===== src/rtl/uba_intr_pkg.sv =====
`default_nettype none
// ============================================================================
//  Module   : uba_intr_pkg
//  Purpose  : Shared types and defaults for the UBA interrupt responder.
//             - state_t : vector-cycle state encoding (2-bit)
//             - NDEV_DEF / VECW_DEF : default device count and vector width
//  Revision : 1.0  initial release
// ============================================================================
package uba_intr_pkg;

  localparam int NDEV_DEF = 4;
  localparam int VECW_DEF = 16;

  typedef enum logic [1:0] {
    IDLE = 2'd0,
    ACK1 = 2'd1,
    ACK2 = 2'd2,
    DONE = 2'd3
  } state_t;

endpackage
`default_nettype wire


===== src/rtl/uba_intr_resp_if.sv =====
`default_nettype none
// ============================================================================
//  Module   : uba_intr_resp_if
//  Purpose  : Device-interrupt / CPU-vector bundle for uba_intr_resp.
//  Signals  : devINTR  per-device request (level)
//             devVECT  per-device vectors, slice i = devVECT[i*VECW +: VECW]
//             devIACK  one-hot vector-cycle strobe to the granted device
//             cpuIREQ  interrupt pending to CPU
//             cpuIACK  CPU vector request (level)
//             cpuVALID cpuVECT/cpuNOVEC valid
//             cpuVECT  captured vector
//             cpuNOVEC acknowledge found no requester
//  Modports : slave  = responder (uba_intr_resp)
//             master = devices + CPU side
//  Revision : 1.0  initial release
// ============================================================================
interface uba_intr_resp_if
  import uba_intr_pkg::*;
#(
  parameter int NDEV = NDEV_DEF,
  parameter int VECW = VECW_DEF
);

  logic [NDEV-1:0]      devINTR;
  logic [NDEV*VECW-1:0] devVECT;
  logic [NDEV-1:0]      devIACK;
  logic                 cpuIREQ;
  logic                 cpuIACK;
  logic                 cpuVALID;
  logic [VECW-1:0]      cpuVECT;
  logic                 cpuNOVEC;

  modport slave (
    input  devINTR, devVECT, cpuIACK,
    output devIACK, cpuIREQ, cpuVALID, cpuVECT, cpuNOVEC
  );

  modport master (
    output devINTR, devVECT, cpuIACK,
    input  devIACK, cpuIREQ, cpuVALID, cpuVECT, cpuNOVEC
  );

endinterface
`default_nettype wire


===== src/rtl/uba_prio_enc.sv =====
`default_nettype none
// ============================================================================
//  Module   : uba_prio_enc
//  Purpose  : Combinational lowest-index-wins priority encoder.
//  Ports    : req  NDEV-bit request vector (bit 0 highest priority)
//             idx  index of lowest set bit (0 when none set)
//             any  at least one request set
//  Revision : 1.0  initial release
// ============================================================================
module uba_prio_enc #(
  parameter int NDEV = 4
) (
  input  logic [NDEV-1:0]         req,
  output logic [$clog2(NDEV)-1:0] idx,
  output logic                    any
);

  always_comb begin
    idx = '0;
    any = |req;
    // Scan from the top down so the lowest set index is written last.
    for (int i = NDEV - 1; i >= 0; i--) begin
      if (req[i]) idx = ($clog2(NDEV))'(i);
    end
  end

endmodule
`default_nettype wire


===== src/rtl/uba_intr_resp.sv =====
`default_nettype none
// ============================================================================
//  Module   : uba_intr_resp
//  Purpose  : Bus-adapter interrupt responder. Forwards pending device
//             interrupts to the CPU and, on CPU acknowledge, runs the
//             two-cycle device IACK / vector capture handshake.
//  Ports    : clk  clock
//             rst  synchronous active-high reset
//             clr  IO bus initialize, same effect as rst
//             bus  uba_intr_resp_if.slave (device and CPU side signals)
//  Revision : 1.0  initial release
// ============================================================================
module uba_intr_resp
  import uba_intr_pkg::*;
#(
  parameter int NDEV = NDEV_DEF,
  parameter int VECW = VECW_DEF
) (
  input  logic             clk,
  input  logic             rst,
  input  logic             clr,
  uba_intr_resp_if.slave   bus
);

  localparam int IDXW = $clog2(NDEV);

  state_t          state;
  state_t          stateNext;
  logic            reset;
  logic [IDXW-1:0] encIdx;
  logic            encAny;
  logic [IDXW-1:0] grant;
  logic            armed;
  logic            startAck;
  logic [VECW-1:0] grantVec;

  logic [NDEV-1:0] iackReg;
  logic            ireqReg;
  logic            validReg;
  logic [VECW-1:0] vectReg;
  logic            novecReg;

  assign reset = rst | clr;

  function automatic logic [NDEV-1:0] oneHot(input logic [IDXW-1:0] i);
    oneHot    = '0;
    oneHot[i] = 1'b1;
  endfunction

  uba_prio_enc #(.NDEV(NDEV)) uPrio (
    .req (bus.devINTR),
    .idx (encIdx),
    .any (encAny)
  );

  // A cycle starts only on a fresh rising cpuIACK: 'armed' is set by any
  // cycle with cpuIACK low and cleared when a cycle starts or on reset, so
  // a cpuIACK held across DONE or across a clr cannot re-acknowledge.
  assign startAck = (state == IDLE) && bus.cpuIACK && armed;

  assign grantVec = bus.devVECT[int'(grant)*VECW +: VECW];

  // State register
  always_ff @(posedge clk) begin
    if (reset) state <= IDLE;
    else       state <= stateNext;
  end

  // Next-state logic
  always_comb begin
    stateNext = state;
    case (state)
      IDLE: if (startAck) stateNext = encAny ? ACK1 : DONE;
      ACK1: stateNext = ACK2;
      ACK2: stateNext = DONE;
      DONE: if (!bus.cpuIACK) stateNext = IDLE;
      default: stateNext = IDLE;
    endcase
  end

  // Registered outputs; each value is loaded on the edge entering the state
  // in which it must be visible, so devIACK is glitch-free.
  always_ff @(posedge clk) begin
    if (reset) begin
      grant    <= '0;
      armed    <= 1'b0;
      iackReg  <= '0;
      ireqReg  <= 1'b0;
      validReg <= 1'b0;
      vectReg  <= '0;
      novecReg <= 1'b0;
    end else begin
      ireqReg <= encAny && (state == IDLE);

      if (startAck)          armed <= 1'b0;
      else if (!bus.cpuIACK) armed <= 1'b1;

      case (state)
        IDLE: begin
          if (startAck) begin
            if (encAny) begin
              grant   <= encIdx;
              iackReg <= oneHot(encIdx);
            end else begin
              // Request withdrawn before the acknowledge was sampled.
              vectReg  <= '0;
              novecReg <= 1'b1;
              validReg <= 1'b1;
            end
          end
        end
        ACK1: iackReg <= oneHot(grant);
        ACK2: begin
          // Device has held its vector stable since ACK1; capture it now.
          iackReg  <= '0;
          vectReg  <= grantVec;
          novecReg <= 1'b0;
          validReg <= 1'b1;
        end
        DONE: if (!bus.cpuIACK) validReg <= 1'b0;
        default: iackReg <= '0;
      endcase
    end
  end

  assign bus.devIACK  = iackReg;
  assign bus.cpuIREQ  = ireqReg;
  assign bus.cpuVALID = validReg;
  assign bus.cpuVECT  = vectReg;
  assign bus.cpuNOVEC = novecReg;

endmodule
`default_nettype wire


===== src/flat_wrapper.sv =====
// flat-port wrapper written by rule: the top's interface ports become plain ports
module uba_intr_resp_flat import uba_intr_pkg::*;
#(
  parameter int NDEV = NDEV_DEF,
  parameter int VECW = VECW_DEF
)
  (clk, rst, clr, bus_devINTR, bus_devVECT, bus_cpuIACK, bus_devIACK, bus_cpuIREQ, bus_cpuVALID, bus_cpuVECT, bus_cpuNOVEC);
  uba_intr_resp_if #(.NDEV(NDEV), .VECW(VECW)) bus_i ();
  input  logic clk;
  input  logic rst;
  input  logic clr;
  input wire logic [$bits(bus_i.devINTR)-1:0] bus_devINTR;
  input wire logic [$bits(bus_i.devVECT)-1:0] bus_devVECT;
  input wire logic [$bits(bus_i.cpuIACK)-1:0] bus_cpuIACK;
  output wire logic [$bits(bus_i.devIACK)-1:0] bus_devIACK;
  output wire logic [$bits(bus_i.cpuIREQ)-1:0] bus_cpuIREQ;
  output wire logic [$bits(bus_i.cpuVALID)-1:0] bus_cpuVALID;
  output wire logic [$bits(bus_i.cpuVECT)-1:0] bus_cpuVECT;
  output wire logic [$bits(bus_i.cpuNOVEC)-1:0] bus_cpuNOVEC;
  assign bus_i.devINTR = bus_devINTR;
  assign bus_i.devVECT = bus_devVECT;
  assign bus_i.cpuIACK = bus_cpuIACK;
  assign bus_devIACK = bus_i.devIACK;
  assign bus_cpuIREQ = bus_i.cpuIREQ;
  assign bus_cpuVALID = bus_i.cpuVALID;
  assign bus_cpuVECT = bus_i.cpuVECT;
  assign bus_cpuNOVEC = bus_i.cpuNOVEC;
  uba_intr_resp #(.NDEV(NDEV), .VECW(VECW)) u_core (.clk(clk), .rst(rst), .clr(clr), .bus(bus_i));
endmodule

===== config.mk =====
export PLATFORM = sky130hd
export DESIGN_NAME = uba_intr_resp_flat
export DESIGN_NICKNAME = d
export VERILOG_FILES = /design/src/rtl/uba_intr_pkg.sv /design/src/rtl/uba_intr_resp_if.sv /design/src/rtl/uba_prio_enc.sv /design/src/rtl/uba_intr_resp.sv /design/src/flat_wrapper.sv
export SDC_FILE = /design/constraint.sdc
export NUM_CORES = 1
export LEC_CHECK = 0
export CAP_MARGIN = 20
export CORE_AREA = 8 8 65 95
export CTS_BUF_LIST = sky130_fd_sc_hd__clkbuf_8 sky130_fd_sc_hd__clkbuf_16
export CTS_CLUSTER_DIAMETER = 80
export DETAILED_ROUTE_END_ITERATION = 8
export DIE_AREA = 0 0 73 103
export PLACE_DENSITY = 0.79
export SLEW_MARGIN = 20
export SYNTH_ARGS = -nofsm -noshare
export SYNTH_HDL_FRONTEND = slang
export SYNTH_SLANG_ARGS = --single-unit

===== constraint.sdc =====
create_clock -name clk -period 1.9 [get_ports clk]
set_input_delay 0.285 -clock clk [delete_from_list [all_inputs] [get_ports clk]]
set_output_delay 0.285 -clock clk [all_outputs]
set_load 0.005 [all_outputs]

# After elaboration in Yosys (flattened, before gate mapping)

Index checks and enable logic that the tools add are counted.

Input bits: 72
Output and inout port bits: 23
Logic and storage cells: 60
Flip-flop bits (word level): 28

Shifts and indexed selects: 1
Equality and inequality tests: 7
Reductions and logical operators: 16
Magnitude comparators: 4
Muxes and demuxes: 23
Bitwise operators: 1

Operators with widths:

| kind               | number |
|---|---|
| $shiftx 64x7->16   | 1 |
| $mux 16            | 2 |
| $pmux 16 s2        | 1 |
| $mux 2             | 7 |
| $pmux 4 s3         | 1 |
| $reduce_and 3->1   | 3 |
| $mux 4             | 2 |
| $pmux 2 s4         | 1 |
| $lt 2x3->1 const B | 2 |
| $reduce_bool 3->1  | 2 |
| $logic_and 1x1->1  | 5 |
| $mux 1             | 5 |
| $demux 1 s2        | 2 |
| $eq 2x2->1 const B | 2 |
| $ge 2x1->1 const B | 2 |
| $ne 2x1->1 const B | 2 |
| $ne 2x2->1 const B | 2 |
| $reduce_and 4->1   | 1 |
| $reduce_or 4->1    | 1 |
| $pmux 1 s3         | 1 |
| $eq 2x1->1 const B | 1 |
| $logic_not 2->1    | 1 |
| $pmux 1 s2         | 1 |
| $reduce_and 2->1   | 1 |
| 3 further kinds    | 3 |

# Logic depth before layout (Yosys ltp)

Depth in word-level cells: 11
Depth in mapped cells: 8
Gate-level depth less buffers: 6

# By module

A second synthesis with hierarchy kept.

Cells, all modules: 135
Area, all modules: 1635.3 um2

By module, submodules not included:

| module        | cells an instance | seq. area each (um2) | times used | area each (um2) |
|---|---|---|---|---|
| uba_intr_resp | 128               | 560.5                | 1          | 1600.3 |
| uba_prio_enc  | 7                 | 0.0                  | 1          | 35.0 |

# Least setup slack after synthesis

OpenSTA, ideal clock, no wires.

Path kind: register to register
From: reg u_core.state[0]
To: reg u_core.vectReg[10], in the netlist u_core.bus.cpuVECT[10]
Data required time: 1772 ps
Path slack: 41 ps
Buffers on the path: 2
Stages on the path, launching flop included: 9
Arrival time: 1731 ps
Period minus slack after synthesis: 1859 ps
Library setup time: 128 ps
Cells stage by stage: dfxtp_1 inv_1 ha_1 a21boi_0 and3b_2 buf_4 buf_4 a22oi_1 nor2_1

Word-level cells in the longest chain between the ends: 5

Ends and longest elaborated chain:

| what                            | RTL line                                 | source |
|---|---|---|
| start, declared                 | uba_intr_resp.sv:27                      | `state_t state;` |
| start signal, assigned          | uba_intr_resp.sv:66                      | `else state <= stateNext;` |
| $logic_not 2->1                 | uba_intr_resp.sv:59, uba_intr_resp.sv:98 |  |
| $logic_and 1x1->1 (2 in series) | uba_intr_resp.sv:59                      | `assign startAck = (state == IDLE) && bus.cpuIACK && armed;` |
| $ne 2x1->1 (no line)            | --                                       |  |
| $reduce_and 3->1 (no line)      | --                                       |  |
| end signal, assigned            | uba_intr_resp.sv:116                     | `vectReg <= grantVec;` |
| end, declared                   | uba_intr_resp.sv:40                      | `logic [VECW-1:0] vectReg;` |

Several ways; a longest one is shown, not always the timed one.
A chain may end at the register's enable or synchronous reset.

# Final worst setup path

From: reg u_core.state[0]
To: reg u_core.grant[0]

Word-level cells in the longest chain between the ends: 4

Ends and longest elaborated chain:

| what                            | RTL line                                 | source |
|---|---|---|
| $logic_not 2->1 (*)             | uba_intr_resp.sv:59, uba_intr_resp.sv:98 |  |
| $logic_and 1x1->1 (2 in series) | uba_intr_resp.sv:59                      |  |
| $reduce_and 3->1 (no line) (*)  | --                                       |  |
| end signal, assigned            | uba_intr_resp.sv:102                     | `grant <= encIdx;` |
| end, declared                   | uba_intr_resp.sv:32                      | `logic [IDXW-1:0] grant;` |

Mark *: on every way between the ends. The rest lies on a longest branch, timed or not.

==> flow_summary.json <==
{
  "cellLeakagePower_nw": 0.9534,
  "clockBufferDepth": 2,
  "start_util": 0.3341,
  "numClockSinks": 28,
  "wl_per_cell_um": 16.30,
  "seqPwrFrac": 0.449,
  "start_kind": "flip-flop",
  "cts_buffers": 3,
  "rsz0062_at_grt": "no",
  "grt_first_pass_wirelength_um": 8190,
  "ys_seq_area_frac": 0.3516,
  "drt_iter0_drc": 51,
  "async_flop_share": 0,
  "pwr-share-clk": 0.357,
  "fillerInstances": 424,
  "finalCritPeriodShare": 0.9397,
  "reg2reg_depth": 6,
  "gp_congestion": 0.8446,
  "peakVddDrop_mv": 0.2558,
  "cts_tree": "done",
  "drv_cap": 0,
  "p_sw_frac": 0.1983,
  "ys_dominant_reg_cell": "dfxtp_1",
  "synth_seq_cells": 28,
  "antenna_found_initial": 0,
  "grt_pass1_vias": 1762,
  "area_growth_pct": 73.86,
  "path_class": "flip-flop to flip-flop",
  "syn_area_per_cell_um2": 10.63,
  "hp-class": "flip-flop to flip-flop",
  "p_int_w": 0.001062,
  "syn_inst": 150,
  "die_w_um": 73,
  "p_per_area_mw_per_mm2": 478.0,
  "synth_nets": 227,
  "max_freq_ghz": 0.5601,
  "clock_tree.root_cell": "clkbuf_8",
  "p_switching_w": 0.0002628,
  "grt_max_degree": 29,
  "outcome": "completed",
  "setup_viol": 0,
  "synth_edf_count": 0,
  "cp.required_ns": 2.10,
  "yosysWarnings": 0,
  "viasPerCell": 5.041,
  "pwr-share-comb": 0.194,
  "yosysUniqueCellTypes": 35,
  "core_area_mm2": 0.004771,
  "slew_violations": 0,
  "syn_area_mm2": 0.001594,
  "cp_max_fo": 7,
  "io_buffers": 94,
  "hold-path-cell-count": 2,
  "dieArea_mm2": 0.007519,
  "rows": 31,
  "clk-insertion-delay-late_ns": 0.28,
  "drive_above_1_share": 0.1818,
  "antenna_cells": 0,
  "dieHeight_um": 103,
  "fin_nets": 331,
  "track_usage": 0.1390,
  "final-hold-violation-count": 0,
  "grt_overflow": 0,
  "drt_pass1_iterations": 5,
  "cts.htree.levels": 1,
  "arrival_ns": 1.99,
  "final.setup_skew_ns": 0.003332,
  "worst_pin_slew_ns": 0.5706,
  "hold_ws_ns": 0.4683,
  "min_period_ns": 1.786,
  "final_util": 0.5809,
  "ios": 95,
  "antenna_left": 0,
  "path_clk_slew_ns": 0.10,
  "routed_wl_um": 5200,
  "endpoint_kind": "flip-flop",
  "max_slew_margin": 0.6196,
  "dpl.hpwl_um": 4134,
  "drc_errors": 0,
  "num_vias": 1608
}
-- critical path, stage by stage, from the launching register on --
cell and delay [ns]:
dfxtp_1 0.33, inv_1 0.08, ha_2 0.23, o41ai_4 0.10, buf_4 0.17, or4_2 0.64, a21oi_1 0.18
-- per-layer routing --
metal / track usage / wire length [um] / vias to the layer above
met1: 0.1331 / 1832 / 750
li1: - / - / 776
met4: 0.07121 / 165 / 0
met3: 0.04284 / 447 / 10
met2: 0.2578 / 2754 / 72
met5: 0 / 0 / -
-- synthesized netlist by cell type (2+ instances only) --
| cell | count | area (um2) |
|---|---|---|
| nor2_1 | 30 | 112.6 |
| dfxtp_1 | 28 | 560.5 |
| a22oi_1 | 16 | 120.1 |
| mux4_2 | 16 | 360.4 |
| a21oi_1 | 6 | 30.03 |
| clkbuf_1 | 5 | 18.77 |
| ha_1 | 5 | 62.56 |
| nor3_1 | 4 | 20.02 |
| a311oi_1 | 3 | 26.28 |
| inv_1 | 3 | 11.26 |
| nand2_1 | 3 | 11.26 |
| nand2b_1 | 3 | 18.77 |
| a211oi_1 | 2 | 15.01 |
| buf_1 | 2 | 7.510 |
| buf_4 | 2 | 15.01 |
| nand3_1 | 2 | 10.01 |
| or2_2 | 2 | 12.51 |
-- cell usage in the layout (no fill, tap or decap) --
cell type	n
clkdlybuf4s50_1	94
o32a_1	1
or4_2	1
o21ai_0	1
a311oi_2	1
a31oi_1	1
clkbuf_8	3
ha_1	4
bufinv_16	1
a21bo_1	1
inv_1	3
nor2b_1	1
nand3_1	2
a211oi_2	1
or3b_2	1
o41ai_4	1
ha_2	1
nand4b_1	1
mux4_2	16
or2_2	2
and3b_2	1
nand2b_1	3
a21oi_1	6
a22oi_1	16
nand2_1	3
buf_4	15
a311oi_1	3
nor3_1	4
o211ai_1	1
buf_12	2
dfxtp_1	28
nor2_1	30
a211oi_1	2
a21boi_0	1
nand4_1	1
-- registers in the layout, indices dropped and copies added, names as in the netlist --
register             cells
u_core.bus.cpuVECT      16
u_core.bus.devIACK       4
u_core.grant             2
u_core.state             2
u_core.armed             1
u_core.bus.cpuIREQ       1
u_core.bus.cpuNOVEC      1
u_core.bus.cpuVALID      1
-- power by group through the flow --
stage                     Combinational (W)  Clock (W)  Sequential (W)
after floorplan                   0.0000729          0        0.000609
after global placement             0.000254          0        0.000608
after detailed placement           0.000258          0        0.000608
after CTS                          0.000259   0.000484        0.000595
after global routing               0.000275   0.000515        0.000596
final                              0.000257   0.000473        0.000595
-- stage by stage --
| stage | setup slack, ns | total power (W) | area [um2] | TNS [ns] | instances |
|---|---|---|---|---|---|
| detailed placement | -0.09334 | 0.0008662 | 2698 | -1.306 | 315 |
| finish | 0.1145 | 0.001325 | 2771 | 0 | 319 |
| global placement | -0.04087 | 0.0008623 | 2698 | -0.4351 | 315 |
| floorplan | 0.04132 | 0.0006814 | 1594 | 0 | 150 |
| CTS | 0.05339 | 0.001338 | 2769 | 0 | 319 |
| global route | 0.02755 | 0.001386 | 2771 | 0 | 319 |
-- path summary, 6_finish.rpt --
path / endpoint / slack (ns) / start
worst max-delay path: u_core.grant[0]$_SDFFE_PP0P_ / 0.11 / u_core.state[0]$_SDFFE_PP0P_
worst min register to register: u_core.bus.cpuNOVEC$_SDFFE_PP0P_ / 0.47 / u_core.bus.cpuNOVEC$_SDFFE_PP0P_
worst max register to register: u_core.grant[0]$_SDFFE_PP0P_ / 0.11 / u_core.state[0]$_SDFFE_PP0P_
worst min-delay path: u_core.bus.cpuNOVEC$_SDFFE_PP0P_ / 0.47 / u_core.bus.cpuNOVEC$_SDFFE_PP0P_
-- layout make-up --
| type | count | area (um2) | share of cell area |
|---|---|---|---|
| multi-input combinational | 107 | 952.2 | 0.3436 |
| tap | 66 | 82.58 | 0.02980 |
| sequential | 28 | 560.5 | 0.2023 |
| clock buffer | 3 | 41.29 | 0.01490 |
| timing repair buffer | 111 | 1094 | 0.3946 |
| clock inverter | 1 | 30.03 | 0.01084 |
| inverter | 3 | 11.26 | 0.004063 |
-- cell families (layout without fill, tap and decap cells) --
family                   Yosys count  in the layout  synth area share
AO/OA/AOI/OAI                     36             36            0.1837
adder cells (fa/ha/maj)            5              5           0.03925
buffers and inverters             15            118           0.05258
multiplexers                      16             16            0.2261
flip-flops                        28             28            0.3516
AND/OR/NAND/NOR                   50             50            0.1468
-- repair_timing --
item / CTS / global route
hold buffers: 0 / 0
buffers inserted: 0 / 0
resized for setup: 0 / 1
endpoints found under the setup margin: 0 / 1
Note: power is estimated with default switching activity, not from simulation.
